[src/rtl/cpu_defs.sv]
// Shared definitions for the memory-interface controller: FSM state encoding,
// default parameters and the per-state control-output decode.
package cpu_defs;

    // Default datapath width; informational only.
    localparam int unsigned BitsDefault = 32;

    // Default number of wait cycles allowed for mem_ready before aborting.
    localparam int unsigned TimeoutDefault = 15;

    // Controller states.
    typedef enum logic [2:0] {
        StIdle    = 3'd0,
        StAddr    = 3'd1,
        StWrLoad  = 3'd2,
        StRdWait  = 3'd3,
        StWrWait  = 3'd4,
        StRdLatch = 3'd5,
        StDone    = 3'd6,
        StErr     = 3'd7
    } state_e;

    // Control outputs, bundled so they can be registered together.
    typedef struct packed {
        logic busy;
        logic done;
        logic error;
        logic mar_in;
        logic mdr_read;
        logic mdr_enable;
        logic mem_rd;
        logic mem_wr;
    } ctrl_out_t;

    // Moore output decode: every output not listed for a state stays 0, which
    // also guarantees mem_rd and mem_wr are never high together.
    function automatic ctrl_out_t decode_outputs(state_e st);
        ctrl_out_t o;
        o = '0;
        case (st)
            StIdle: begin
            end
            StAddr: begin
                o.busy   = 1'b1;
                o.mar_in = 1'b1;
            end
            StWrLoad: begin
                o.busy       = 1'b1;
                o.mdr_enable = 1'b1;
                o.mdr_read   = 1'b0;
            end
            StRdWait: begin
                o.busy   = 1'b1;
                o.mem_rd = 1'b1;
            end
            StWrWait: begin
                o.busy   = 1'b1;
                o.mem_wr = 1'b1;
            end
            StRdLatch: begin
                o.busy       = 1'b1;
                o.mem_rd     = 1'b1;
                o.mdr_enable = 1'b1;
                o.mdr_read   = 1'b1;
            end
            StDone: begin
                o.busy = 1'b1;
                o.done = 1'b1;
            end
            StErr: begin
                o.busy  = 1'b1;
                o.error = 1'b1;
            end
            default: begin
            end
        endcase
        return o;
    endfunction

endpackage

[src/rtl/mem_wait_timer.sv]
// Wait-cycle counter for the memory handshake. Cleared by start when a wait
// state is entered, advanced by tick on every wait cycle without mem_ready,
// and flags expiry on the last permitted wait cycle.
module mem_wait_timer
    import cpu_defs::*;
#(
    parameter int unsigned TIMEOUT = TimeoutDefault
) (
    input  logic clk,
    input  logic clear,
    input  logic start,
    input  logic tick,
    output logic expired
);

    localparam int unsigned CntW = $clog2(TIMEOUT + 1);
    // The counter starts at 0 in the first wait cycle, so the last permitted
    // wait cycle sees TIMEOUT-1.
    localparam logic [CntW-1:0] LastCount = CntW'(TIMEOUT - 1);

    logic [CntW-1:0] count_q;
    logic [CntW-1:0] count_d;

    // Next count: restart on entry to a wait state, otherwise advance while not ready.
    always_comb begin
        count_d = count_q;
        if (start) begin
            count_d = '0;
        end else if (tick && !expired) begin
            count_d = count_q + CntW'(1);
        end
    end

    // Counter register with asynchronous active-low clear.
    always_ff @(posedge clk or negedge clear) begin
        if (!clear) begin
            count_q <= '0;
        end else begin
            count_q <= count_d;
        end
    end

    assign expired = (count_q == LastCount);

endmodule

[src/rtl/mem_ctrl.sv]
// Memory-interface controller: sequences MAR/MDR loads and memory read/write
// strobes for a single outstanding request, with a bounded wait for mem_ready.
module mem_ctrl
    import cpu_defs::*;
#(
    parameter int unsigned BITS    = BitsDefault,
    parameter int unsigned TIMEOUT = TimeoutDefault
) (
    input  logic clk,
    input  logic clear,
    input  logic req_rd,
    input  logic req_wr,
    input  logic mem_ready,
    output logic busy,
    output logic done,
    output logic error,
    output logic mar_in,
    output logic mdr_read,
    output logic mdr_enable,
    output logic mem_rd,
    output logic mem_wr
);

    // Reject degenerate configurations at elaboration time.
    if (TIMEOUT < 1) begin : g_bad_timeout
        $error("mem_ctrl: TIMEOUT must be at least 1");
    end
    if (BITS < 1) begin : g_bad_bits
        $error("mem_ctrl: BITS must be at least 1");
    end

    state_e    state_q;
    state_e    state_d;
    logic      op_wr_q;
    logic      op_wr_d;
    ctrl_out_t out_q;
    ctrl_out_t out_d;

    logic timer_start;
    logic timer_tick;
    logic timer_expired;

    mem_wait_timer #(
        .TIMEOUT (TIMEOUT)
    ) u_wait_timer (
        .clk     (clk),
        .clear   (clear),
        .start   (timer_start),
        .tick    (timer_tick),
        .expired (timer_expired)
    );

    // Next-state logic; requests are only looked at in StIdle, so anything
    // arriving while busy is dropped rather than queued.
    always_comb begin
        state_d = state_q;
        op_wr_d = op_wr_q;
        unique case (state_q)
            StIdle: begin
                if (req_rd) begin
                    op_wr_d = 1'b0;
                    state_d = StAddr;
                end else if (req_wr) begin
                    op_wr_d = 1'b1;
                    state_d = StAddr;
                end
            end
            StAddr: begin
                state_d = op_wr_q ? StWrLoad : StRdWait;
            end
            StWrLoad: begin
                state_d = StWrWait;
            end
            StRdWait: begin
                // Ready takes priority over expiry on the final wait cycle.
                if (mem_ready) begin
                    state_d = StRdLatch;
                end else if (timer_expired) begin
                    state_d = StErr;
                end
            end
            StWrWait: begin
                if (mem_ready) begin
                    state_d = StDone;
                end else if (timer_expired) begin
                    state_d = StErr;
                end
            end
            StRdLatch: begin
                state_d = StDone;
            end
            StDone: begin
                state_d = StIdle;
            end
            StErr: begin
                state_d = StIdle;
            end
            default: begin
                state_d = StIdle;
            end
        endcase

        // Outputs are decoded from the next state so the registered copy
        // lines up with state_q.
        out_d = decode_outputs(state_d);
    end

    // Timer control: restart on entry to a wait state, count unanswered wait cycles.
    always_comb begin
        timer_start = ((state_d == StRdWait) && (state_q != StRdWait)) ||
                      ((state_d == StWrWait) && (state_q != StWrWait));
        timer_tick  = ((state_q == StRdWait) || (state_q == StWrWait)) && !mem_ready;
    end

    // FSM state, latched operation and registered outputs.
    always_ff @(posedge clk or negedge clear) begin
        if (!clear) begin
            state_q <= StIdle;
            op_wr_q <= 1'b0;
            out_q   <= '0;
        end else begin
            state_q <= state_d;
            op_wr_q <= op_wr_d;
            out_q   <= out_d;
        end
    end

    assign busy       = out_q.busy;
    assign done       = out_q.done;
    assign error      = out_q.error;
    assign mar_in     = out_q.mar_in;
    assign mdr_read   = out_q.mdr_read;
    assign mdr_enable = out_q.mdr_enable;
    assign mem_rd     = out_q.mem_rd;
    assign mem_wr     = out_q.mem_wr;

    // Read and write strobes must never overlap.
    mutex_rd_wr : assert property (@(posedge clk) disable iff (!clear) !(mem_rd && mem_wr));

endmodule

[config.mk]
export PLATFORM = sky130hd
export DESIGN_NAME = mem_ctrl
export DESIGN_NICKNAME = d
export VERILOG_FILES = /design/src/rtl/cpu_defs.sv /design/src/rtl/mem_wait_timer.sv /design/src/rtl/mem_ctrl.sv
export SDC_FILE = /design/constraint.sdc
export NUM_CORES = 1
export LEC_CHECK = 0
export ABC_AREA = 1
export ABC_CLOCK_PERIOD_IN_PS = 1500
export CAP_MARGIN = 10
export CORE_UTILIZATION = 50
export CTS_CLUSTER_SIZE = 40
export DETAILED_ROUTE_END_ITERATION = 6
export PLACE_DENSITY = 0.86
export SYNTH_ARGS = -nofsm -noshare
export SYNTH_HDL_FRONTEND = slang
export SYNTH_HIERARCHICAL = 1
export SYNTH_SLANG_ARGS = --single-unit
[constraint.sdc]
create_clock -name clk -period 1.5 [get_ports clk]
set_input_delay 0.3 -clock clk [delete_from_list [all_inputs] [get_ports clk]]
set_output_delay 0.3 -clock clk [all_outputs]
set_load 0.02 [all_outputs]
==> results.md <==
- Setup CP Type: flip-flop to flip-flop
- ANT cells: 0
- Most common cell after layout, fill and taps aside: nand2_1
- GR met1 Demand/Resource: 23.0%
- Max H-tree Level: 1
- DR pass1 iterations: 4
- Fill cell count: 115
- HPWL after DPL: 1100 microns
- Max Cap Viol: 0
- Routed len/inst: 11.6 microns
- Tcrit/Tclk final: 93.9%
- Met2 GRT Util: 33.2%
- Worst hold slack: 0.325 ns
- Area leader, netlist: dfrtp_1
- Via density: 4.99
- CTS Buffer Depth: 2
- Remaining global-route overflow: 0
- Post-route ant nets: 0
- Worst Setup End Kind: flip-flop
- Worst-Margin Slew: 0.280 ns
- DR iter-0 viols: 13
- Clock transition at path regs: 0.09 ns
- Slew Viols, Final: 0
- Net Count, Synth: 100
- Core area: 1370 sq um
- Final nets: 123
- VDD IR-drop max: 1.20 mV
- Syn_area_per_cell: 8.33 sq um
- CP max-delay cell: dfrtp_1
- Layout cells sized above 1: 23.5%
- Pin count of the biggest net entering global routing: 17
- Global routing usage on met3: 4.79%
- Achievable frequency: 0.710 GHz
- Worst-Skew Late Latency: 0.28 ns
- Sequential area share after synthesis: 51.7%
- Root buffer cell: clkbuf_4
- Critical Path AT: 1.58 ns
- Overall routed net length: 1510 microns
- LEAKAGE: 0.547 nW
- Cell Area, Synth: 774 sq um
- Vias in the first global route: 497
- Boundary Pins: 13
- Min Tclk post-route: 1.41 ns
- Yosys warning count: 6
- First-pass GRT wire length: 2040 microns
- CP Max Fanout: 2
- Row count: 13
- Unique masters post-synth: 19
- DRC: 0
- Cell Pwr Density: 1940 nW/um^2
- Total Power: 1.96 mW
- Gate count after technology mapping: 93
- Hold_buf cts: 0
- Cts bufs inserted: 3
- GR peak layer: met2
- Die Wd: 41.4 microns
- DR vias: 649
- Setup Viol. Count Final: 0
- Most frequent cells in the layout: 22 x nand2_1, 16 x dfrtp_1, 10 x nor2_1
- Sequence of cells on the critical path: inv_2 -> ha_4 -> nand3_4 -> inv_2 -> inv_2 -> nor2_1 -> nand3_1 -> nand2_1 -> nor2_2 -> nand2_1 -> nor2_1
- Largest stage delay, worst path: 0.40 ns
- Tot GR Track Use: 19.6%
- HP Class: primary input to async pin
- Most frequent cell on the critical path: inv_2
- Synth top area cells: dfrtp_1 52%, nand2_1 11%, inv_1 5.8%, nor2_1 5.3%, nand3_1 5.2%
- Clock sinks: 16
- Antenna violations before repair: 0
- Outcome: complete, no violations
- Final GP Congestion: 0.882
- Initial core utilization: 56.7%
- Die Area: 1710 sq um
- Critical Path RT: 1.67 ns
- Setup TNS: 0 ns
- CP Launch Type: flip-flop
- Final hold vios: 0
- Port Buf Inserts: 12
- Yosys reg bits: 16
- Slew headroom: 81.2%
- CTS tree: yes
- Area Overhead vs Synth: 30.0%
- Die H: 41.4 microns
- Clock skew: 0.00226 ns
- Share of the synthesized area in the top cell type: 51.7%
[power by group]
| group | total, mW | internal, mW | switching (mW) | leakage [nW] |
|---|---|---|---|---|
| logic | 0.970 | 0.365 | 0.605 | 0.317 |
| clock network | 0.282 | 0.148 | 0.134 | 0.0210 |
| registers | 0.703 | 0.584 | 0.119 | 0.209 |
| total | 1.96 | 1.10 | 0.858 | 0.547 |
[logic make-up after synthesis]
group	synth area share, %
and+or+nand+nor	33.0
DFF	51.7
buffers and inverters	7.43
AOI/OAI and AO/OA	4.68
adders and majority gates	3.23
[registers in the layout (all words and copies together) (netlist names)]
signal / count
u_wait_timer/count_q: 4
state_q: 3
busy: 1
done: 1
error: 1
mar_in: 1
mdr_enable: 1
mdr_read: 1
mem_rd: 1
mem_wr: 1
op_wr_q: 1
[synth_stat cells, drive strengths merged]
master	count
o21ai	3
dfrtp	16
nand3	11
or2	1
ha	2
nor2	13
nor3	1
inv	14
nand4	4
o31ai	1
a21oi	2
clkinv	1
nand2	24
[worst paths after layout]
kind / startpoint / endpoint / slack, ns / cells past startpoint
worst min register to register: op_wr_q / op_wr_q / 0.57 / 2
worst min-delay path: clear / u_wait_timer/count_q[0] / 0.32 / 2
worst max register to register: u_wait_timer/count_q[0] / done / 0.09 / 11
min in group clk: op_wr_q / op_wr_q / 0.57 / 2
worst max-delay path: u_wait_timer/count_q[0] / done / 0.09 / 11
max in group asynchronous: clear / error / 1.00 / 2
[critical path, delay by kind of cell, from the launching register on]
kind	cells	cell delay [ns]
buffers and inverters	3	0.19
and+or+nand+nor	7	0.57
DFF	1	0.40
adders and majority gates	1	0.13
[area by class of cell]
cell class | instances | area [sq um] | share of cell area [%]
clock buffers | 4 | 36.3 | 3.60
inverters | 15 | 57.6 | 5.71
multi-input cells | 62 | 339 | 33.7
flip-flops and latches | 16 | 400 | 39.8
well taps | 15 | 18.8 | 1.86
repair buffers | 18 | 155 | 15.4
[per-stage QoR]
stage / cell area [sq um] / utilization [%] / std cells / setup slack [ns]
final: 1010 / 73.7 / 130 / 0.0916
after global routing: 1010 / 73.7 / 130 / -0.00344
after CTS: 977 / 71.5 / 129 / 0.0398
after detailed placement: 951 / 69.6 / 125 / 0.0178
after global placement: 951 / 69.6 / 125 / 0.0463
after floorplan: 774 / - / 93 / 0.155
[metal layers]
metal,wire length (microns),up-vias
met2,750,12
met4,34,0
li1,-,339
met1,673,294
met3,50,4
met5,0,-
[what timing repair did]
item | CTS | global route
setup endpoints to repair | 8 | 7
gates resized for setup | 8 | 7
pin swaps | 0 | 4
buffers inserted | 0 | 1
(Power assumes the default switching activity.)
==> edit, RTL diff (config.mk and constraints unchanged) <==
The 8 states of `state_e` get a Gray code encoding in 3 bits.
--- a/src/rtl/cpu_defs.sv
+++ b/src/rtl/cpu_defs.sv
@@ -10,14 +10,14 @@
 
     // Controller states.
     typedef enum logic [2:0] {
-        StIdle    = 3'd0,
-        StAddr    = 3'd1,
-        StWrLoad  = 3'd2,
-        StRdWait  = 3'd3,
-        StWrWait  = 3'd4,
-        StRdLatch = 3'd5,
-        StDone    = 3'd6,
-        StErr     = 3'd7
+        StIdle    = 3'b000,
+        StAddr    = 3'b001,
+        StWrLoad  = 3'b011,
+        StRdWait  = 3'b010,
+        StWrWait  = 3'b110,
+        StRdLatch = 3'b111,
+        StDone    = 3'b101,
+        StErr     = 3'b100
     } state_e;
 
     // Control outputs, bundled so they can be registered together.
Behaviour: same outputs for any inputs over 10 cycles, from zero or initial values; not proved beyond that.
==> edit against the original RTL <==
- the run now ends with negative setup slack left
- routed wire length rose by 44%
- count of clock-buffer cells in the layout did not move
- core utilization rose by 7.8 points
- global-route usage rose by 4.8 points
- design area rose by 22%
- setup slack got worse by 290 ps
- sequential power rose by 2%
- combinational power rose by 85%
- synthesized area rose by 5.2%
- total power rose by 43%
- sequential cell count did not move
- first-iteration DRC count rose by 7.7%
==> edit: results (changes against the original RTL) <==
Layout:
- In the final layout, the registers with the most flip-flops are u_wait_timer/count_q x4, state_q x3.
- The post-layout net count is 134 (+8.9%).
- The share of layout cells above drive strength 1 is 0.492 (+0.257).
- The total inserted antenna cells is 0 (unchanged).

Critical path:
- The number of cell instances on the worst register-to-register path is 16 (+5).
- The data arrival time of the critical path came to 1880 ps (+300 ps).
- The startpoint identified for the worst register-to-register timing path is u_wait_timer/count_q[0]$_DFFE_PN0P_.
- The end of the worst register-to-register path is u_wait_timer/count_q[1]$_DFFE_PN0P_.
- The largest fanout on the critical path is 4 (+2).
- The worst setup slack for register-to-register paths is -200 ps (-290 ps).

Global routing:
- The via count of the first global-routing pass is 753 (+52%).
- The fraction of met1 tracks used by global routing is 0.287 (+0.0576).
- The met3 capacity usage during global routing was 0.0776 (+0.0297).
- The met2 usage in global routing came to 0.375 (+0.0434).
- The wire length of the first global-routing pass was 3140 um (+54%).
- The maximum number of pins on one net before global-route repair was 17 (unchanged).
- The number of antenna violations at the first check in global routing is 0 (unchanged).
- The total track usage is 0.244 (+0.0482).

Clock network:
- The clock tree root buffer cell is clkbuf_4.
- The total clock buffers created by CTS came to 3 (unchanged).
- The clock transition time at the flip-flop clock pins of the worst setup and hold paths is 90 ps (about the same).
- The number of H-tree levels was 1 (unchanged).
- The clock latency at the later pin of the worst-skew pair is 290 ps.
- The worst-case clock buffer depth came to 2 (unchanged).

Synthesis:
- Yosys attributes the largest share of cell area to dfrtp_1, nand2_1, inv_1, nand2_2, nand4_1.
- The portion of the post-synthesis area used by sequential elements was 0.492 (-0.0254).
- The total of warnings raised by yosys was 6 (unchanged).
- The proportion of synthesized flip-flops having asynchronous set or reset came to 1.00 (unchanged).
- In the synthesized netlist, the cells that appear most often are dfrtp_1, nand2_1, inv_1, nor2_1.
- The number of nets produced by synthesis is 95 (-5.0%).
- The unique cell type count in the Yosys netlist is 22 (+3).

Routing:
- The total number of vias is 785 (+21%).
- The final wirelength was 2180 um (+44%).
- The detailed-router iteration count before antenna repair was 4 (unchanged).
- The number of DRC markers in iteration 0 is 14 (+1).

Timing:
- The max-slew violation count is 0 (unchanged).
- The transition time at the pin with the least slew margin is 343 ps (+63.3 ps).
- The maximum clock skew at final layout is 4.66 ps (+2.39 ps).
- The final worst-path setup slack was -197 ps (-288 ps).
- The final setup violation count is 6 (+6).

Min path:
- The class of the most critical hold timing path is input pin to asynchronous set/reset pin.

Power:
- The worst voltage drop across the vdd grid is 1.39 mV (+16%).
- The static leakage is 0.651 nW (+19%).

Placed design:
- The final HPWL from detailed placement was 1210 um (+10%).
- The routability-driven placement congestion ratio was 0.919 (+4.3%).
- The count of input and output buffers came to 12 (unchanged).

Status:
- The run finished, with violations left.
- The checks that failed: negative setup slack.
==> edit: changes by cell type in the layout (fill, tap and decap cells not counted), moves of 3 or more <==
cell / before / now
buf_4: 6 / 23
nand2_1: 22 / 11
nor2_1: 10 / 4
nand2_4: 0 / 5
nand3_1: 8 / 4
nor2_4: 0 / 4
inv_1: 9 / 6
nand2_2: 2 / 5
==> edit: worst max path at each step <==
stage / start / slack, ps / endpoint
after floorplan: u_wait_timer/count_q[1]$_DFFE_PN0P_ / -130 / u_wait_timer/count_q[1]$_DFFE_PN0P_
after global placement: mem_ready / -340 / u_wait_timer/count_q[1]$_DFFE_PN0P_
after detailed placement: mem_ready / -390 / u_wait_timer/count_q[2]$_DFFE_PN0P_
after CTS: u_wait_timer/count_q[0]$_DFFE_PN0P_ / -130 / u_wait_timer/count_q[2]$_DFFE_PN0P_
after global routing: u_wait_timer/count_q[0]$_DFFE_PN0P_ / -260 / u_wait_timer/count_q[2]$_DFFE_PN0P_
final: u_wait_timer/count_q[0]$_DFFE_PN0P_ / -200 / u_wait_timer/count_q[1]$_DFFE_PN0P_
==> edit: through the flow <==
step / worst slack (ps) / cells / hold slack, ps / area, um^2 / TNS (ps)
floorplan: -133 / 88 / 4.41 / 830 / -451
detailed placement: -389 / 131 / 485 / 1080 / -2330
CTS: -132 / 141 / 327 / 1170 / -483
global route: -263 / 142 / 314 / 1230 / -1430
global placement: -339 / 131 / 484 / 1080 / -1820
finish: -197 / 142 / 316 / 1230 / -864
==> edit: report_power, final <==
part | total (mW) | internal, mW | switching (mW)
logic | 1.79 | 0.775 | 1.02
registers | 0.715 | 0.598 | 0.117
clock network | 0.287 | 0.148 | 0.139
==> edit: critical path, stage by stage (launching register included) <==
cell,delay [ps]
dfrtp_1,370
inv_2,60
ha_4,160
nand3_4,80
inv_2,40
inv_2,60
nand2_4,50
nor2_4,130
nor2_4,50
nand2_4,80
nand2_4,70
nor2_4,140
inv_4,70
nand2_4,80
inv_4,40
nand2_1,50
nand2_1,50
==> edit: final cells by class <==
cell class / count / area (um^2)
multi-input cells: 55 / 423
well taps: 16 / 20.0
fillers: 89 / 279
inverters: 16 / 65.1
clock buffers: 4 / 36.3
flip-flops and latches: 16 / 400
repair buffers: 35 / 283
==> edit: repair_timing <==
item,CTS,global route
setup endpoints to repair,13,10
buffers inserted,6,1
resized for setup,12,16
pin swaps,5,7
==> edit: cells by family after synthesis <==
logic type,share of synthesized area
simple gates,0.350
fa+ha+maj,0.0307
flops,0.492
buf+inv,0.0891
compound gates,0.0384
==> edit: layer usage <==
layer / vias up / wire (um)
li1: 359 / -
met1: 378 / 887
met2: 30 / 1070
met3: 18 / 86
met4: 0 / 135
met5: - / 0
